File: src/rtl/arb_pkg.sv
// arb_pkg: shared state encoding and width helper for the round-robin hold arbiter
package arb_pkg;
  typedef enum logic {ARB_IDLE, ARB_GRANT} arb_state_e;
  function automatic int clog2_min1(input int v);
    return (v < 2) ? 1 : $clog2(v);
  endfunction
endpackage

File: src/rtl/rr_pick.sv
// rr_pick: first set request bit at or after ptr, wrapping past N-1 back to 0
module rr_pick import arb_pkg::*; #(
  parameter int N = 2,
  localparam int IDW = clog2_min1(N)
) (
  input  logic [N-1:0]   req,
  input  logic [IDW-1:0] ptr,
  output logic           valid,
  output logic [IDW-1:0] sel
);
  always_comb begin
    valid = 1'b0;
    sel = '0;
    for (int k = N - 1; k >= 0; k--) begin
      if (req[(int'(ptr) + k) % N]) begin
        valid = 1'b1;
        sel = IDW'((int'(ptr) + k) % N);
      end
    end
  end
endmodule

File: src/rtl/rr_hold_arbiter.sv
// rr_hold_arbiter: round-robin arbiter with hold budget and a forced idle cycle on every handover
module rr_hold_arbiter import arb_pkg::*; #(
  parameter int N = 2,
  parameter int MAX_HOLD = 4,
  localparam int IDW = clog2_min1(N)
) (
  input  logic           clk,
  input  logic           reset,
  input  logic [N-1:0]   request,
  output logic [N-1:0]   grant,
  output logic [IDW-1:0] grant_id,
  output logic           busy
);
  localparam int HW = clog2_min1(MAX_HOLD + 1);
  arb_state_e state, state_nx;
  logic [IDW-1:0] ptr, ptr_nx, id_nx, sel;
  logic [HW-1:0] hold_cnt, hold_nx;
  logic [N-1:0] grant_nx;
  logic busy_nx, valid, hold_sat, preempt, leave;
  rr_pick #(.N(N)) u_pick (.req(request), .ptr(ptr), .valid(valid), .sel(sel));
  assign hold_sat = (MAX_HOLD == 0) || (hold_cnt == HW'(MAX_HOLD));
  assign preempt = (MAX_HOLD != 0) && hold_sat && |(request & ~grant);
  assign leave = !request[grant_id] || preempt;
  always_ff @(posedge clk or posedge reset) begin
    if (reset) begin
      state <= ARB_IDLE;
      ptr <= '0;
      hold_cnt <= '0;
      grant <= '0;
      grant_id <= '0;
      busy <= 1'b0;
    end else begin
      state <= state_nx;
      ptr <= ptr_nx;
      hold_cnt <= hold_nx;
      grant <= grant_nx;
      grant_id <= id_nx;
      busy <= busy_nx;
    end
  end
  always_comb begin
    state_nx = (state == ARB_IDLE) ? (valid ? ARB_GRANT : ARB_IDLE)
                                   : (leave ? ARB_IDLE : ARB_GRANT);
  end
  // Registered outputs are computed here as next values so nothing reaches grant combinationally
  always_comb begin
    ptr_nx = ptr;
    hold_nx = hold_cnt;
    grant_nx = grant;
    id_nx = grant_id;
    busy_nx = busy;
    if (state == ARB_IDLE && valid) begin
      grant_nx = '0;
      grant_nx[sel] = 1'b1;
      id_nx = sel;
      hold_nx = HW'(1);
      busy_nx = 1'b1;
    end else if (state == ARB_GRANT && leave) begin
      grant_nx = '0;
      id_nx = '0;
      busy_nx = 1'b0;
      ptr_nx = (grant_id == IDW'(N - 1)) ? '0 : grant_id + 1'b1;
    end else if (state == ARB_GRANT) begin
      hold_nx = hold_sat ? hold_cnt : hold_cnt + 1'b1;
    end
  end
endmodule

File: config.mk
export PLATFORM = sky130hd
export DESIGN_NAME = rr_hold_arbiter
export DESIGN_NICKNAME = d
export VERILOG_FILES = /design/src/rtl/arb_pkg.sv /design/src/rtl/rr_pick.sv /design/src/rtl/rr_hold_arbiter.sv
export SDC_FILE = /design/constraint.sdc
export NUM_CORES = 1
export LEC_CHECK = 0
export ABC_AREA = 1
export BUFFER_PORTS_ARGS = -buffer_cell sky130_fd_sc_hd__clkbuf_2
export CORE_AREA = 2 2 39 41
export CTS_BUF_LIST = sky130_fd_sc_hd__clkbuf_16
export CTS_CLUSTER_SIZE = 40
export DETAILED_ROUTE_END_ITERATION = 16
export DIE_AREA = 0 0 41 43
export GPL_ROUTABILITY_DRIVEN = 0
export GPL_TIMING_DRIVEN = 0
export PLACE_DENSITY = 0.66
export SLEW_MARGIN = 20
export SYNTH_ARGS = -nofsm -noshare
export SYNTH_HDL_FRONTEND = slang
export SYNTH_SLANG_ARGS = --single-unit
File: constraint.sdc
create_clock -name clk -period 2.3 [get_ports clk]
set_input_delay 0.23 -clock clk [delete_from_list [all_inputs] [get_ports clk]]
set_output_delay 0.23 -clock clk [all_outputs]
set_load 0.02 [all_outputs]
==> results.sh <==
export IMPL_outcome="completed"
export IMPL_p_clk_frac=0.330
export IMPL_crit_top_cell="nand2_1"
export IMPL_io_buffers=7
export IMPL_dr_pass1_iters=2
export IMPL_totalWireLength_um=915
export IMPL_finish_utilization=0.4340
export IMPL_diodes=0
export IMPL_cts_buffer_depth=2
export IMPL_ys_ff_latch=8
export IMPL_nNetsFinal=76
export IMPL_groute_usage_overall=0.1426
export IMPL_leakagePower_nw=0.3271
export IMPL_synthTopCellsByCount="16 x nand2_1, 8 x dfrtp_1, 8 x inv_1"
export IMPL_grt_pass1_vias=396
export IMPL_cts_made_buffers=3
export IMPL_slowest_stage="dfrtp_1"
export IMPL_fin_tns_setup_ns=0
export IMPL_post_route_period_util=0.5948
export IMPL_num_vias=407
export IMPL_die_h_um=43
export IMPL_core_area_mm2=0.001384
export IMPL_synthesis_area_um2=460.4
export IMPL_vias_per_cell=4.845
export IMPL_syn_area_per_cell_um2=8.078
export IMPL_report_final_slew_viol_count=0
export IMPL_worst_slew_pin_slew_ns=0.3250
export IMPL_clk_pin_slew_worst_paths_ns=0.04
export IMPL_drc=0
export IMPL_p_sw_frac=0.3750
export IMPL_syn2layout_area_growth_pct=30.43
export IMPL_antenna_found_initial=0
export IMPL_whs_ns=0.3260
export IMPL_cp_data_required_time_ns=2.42
export IMPL_slowest_delay_ns=0.36
export IMPL_grt_overflow=0
export IMPL_drv_cap=0
export IMPL_switching_power_uw=333.4
export IMPL_start_util=0.3327
export IMPL_finalHoldViolations=0
export IMPL_drtAntennaViolNets=0
export IMPL_placed_cells=80
export IMPL_finClkSkew_ns=0.004779
export IMPL_worstHoldPathType="in2reg"
export IMPL_cp_cell_sequence="inv_1, ha_1, nand2_1, inv_1, nand2_2, nand2_4, nand2_4, nand3_2, nand2_1, nand2_1"
export IMPL_p_int_uw=555.6
export IMPL_clock_latency_ns=0.23
export IMPL_die_area_mm2=0.001763
export IMPL_crit_family="simple AND/OR/NAND/NOR gates"
export IMPL_comb_power_share=0.371
export IMPL_critPathBufInv=2
export IMPL_post_route_min_period_ns=1.368
export IMPL_fmax_ghz=0.7310
export IMPL_grt_pass1_wl_um=1531
export IMPL_synth_fp_nets=63
export IMPL_synthCells=57
export IMPL_ir_worst_vdd_v=0.0005771
export IMPL_power_uw=888.9
export IMPL_avgRoutedWirePerCell_um=10.89
export IMPL_setup_viol_count_final=0
export IMPL_dp_hpwl_um=699.1
export IMPL_path_max_fanout=6
export IMPL_rsz0062_at_grt="no"
export IMPL_ys_seq_area_frac=0.4348
export IMPL_io_pins=8
export IMPL_synth_edff_count=0
export IMPL_cts_sinks=8
export IMPL_cts_resized=0
export IMPL_grt_max_degree=9
export IMPL_cp_arrival_ns=1.49
export IMPL_worstSetupPathType="reg2reg"
export IMPL_drive_above_1_share=0.2647
export IMPL_cts_tree="yes"
export IMPL_synth_area_leaders="dfrtp_1 43%, nand2_1 13%, inv_1 6.5%, ha_1 5.4%, nand2_4 4.9%"
export IMPL_end_kind="flop"
export IMPL_yosysUniqueCellTypes=19
export IMPL_row_count=14
export IMPL_synth_warning_count=0
export IMPL_synth_top_flop_cell="dfrtp_1"
export IMPL_slew_limit_headroom=0.7831
export IMPL_synthDominantCellAreaShare=0.4348
export IMPL_cts_root_buf="clkbuf_16"
export IMPL_drt_iter0_drc=4
export IMPL_pwr_share_seq=0.299
export IMPL_cts_max_level=1
export IMPL_yosysMostFrequentCell="nand2_1"
export IMPL_yosysTopAreaCell="dfrtp_1"
export IMPL_power_density_mw_per_mm2=1480
export IMPL_final_cells=84
export IMPL_crit_path_start_kind="flop"
export IMPL_die_width_um=41
export IMPL_synthArstFlopShare=1.000
## power groups by stage
stage	registers, mW	logic [mW]	clock network [mW]
global placement	0.265	0.325	0
finish	0.266	0.330	0.293
detailed placement	0.268	0.334	0
floorplan	0.286	0.228	0
CTS	0.268	0.339	0.300
global route	0.279	0.381	0.304
## through the flow
step                      area [um2]  worst slack (ns)
after floorplan                460.4             1.056
after global placement         515.5            0.9360
after detailed placement       515.5            0.9313
after CTS                      600.6            0.9174
after global routing           600.6            0.8051
final                          600.6            0.9319
## logic make-up (layout without fill, tap and decap cells)
kind of cell / after synthesis / after routing / synth area share
AO/OA/AOI/OAI: 6 / 6 / 0.07879
flip-flops: 8 / 8 / 0.4348
adder cells (fa/ha/maj): 2 / 2 / 0.05434
AND/OR/NAND/NOR: 30 / 30 / 0.3234
XOR/XNOR: 1 / 1 / 0.01903
buffers and inverters: 10 / 21 / 0.08967
## layout make-up
type,instances,area (um2)
buffer,1,7.507
clock buffer,3,75.07
tap,16,20.02
timing repair buffer,8,45.04
inverter,9,33.78
multi-input combinational,39,219.0
fill,131,783.3
sequential,8,200.2
## worst reg2reg max path, stage by stage (launching register included)
cell and delay (ns):
dfrtp_1 0.36, inv_1 0.07, ha_1 0.19, nand2_1 0.12, inv_1 0.08, nand2_2 0.09, nand2_4 0.07, nand2_4 0.10
nand3_2 0.07, nand2_1 0.06, nand2_1 0.05
## registers in the layout, indices dropped and copies added (netlist names)
register and cells:
busy 1, grant 2, hold_cnt 3, ptr 1
state 1
## metal layers
layer  share of wire  GRT usage
met4           0.039     0.1400
met2            0.51     0.2156
met1            0.40     0.1283
met5               0          0
met3           0.043    0.06283
## layout by cell type (no fill, tap or decap)
| cell | count |
|---|---|
| nand2_1 | 16 |
| inv_1 | 8 |
| dfrtp_1 | 8 |
| clkbuf_2 | 7 |
| nand3_1 | 4 |
| nor2_1 | 3 |
| clkbuf_16 | 3 |
| nand2_4 | 2 |
| o21ai_0 | 2 |
| nand4_1 | 2 |
| ha_1 | 2 |
| inv_2 | 1 |
| nand2_2 | 1 |
| o21ai_2 | 1 |
| o211ai_1 | 1 |
| a21oi_1 | 1 |
| nand3_2 | 1 |
| nor2_2 | 1 |
| xnor2_1 | 1 |
| o21ai_1 | 1 |
| buf_4 | 1 |
| dlygate4sd3_1 | 1 |
## what timing repair did
action	CTS	global route
endpoints found under the hold margin	8	0
hold buffers	1	0
buffers inserted	0	0
## final timing paths
kind                             start     endpoint  slack [ns]  cells past startpoint
min                         request[1]     grant[1]        0.33                      3
max                        hold_cnt[0]  hold_cnt[2]        0.93                     10
max reg2reg                hold_cnt[0]  hold_cnt[2]        0.93                     10
min in group asynchronous        reset     grant[0]        0.48                      3
max in group asynchronous        reset        state        1.57                      3
min reg2reg                       busy         busy        0.47                      2
No activity file was read; power rests on OpenSTA's default activity.
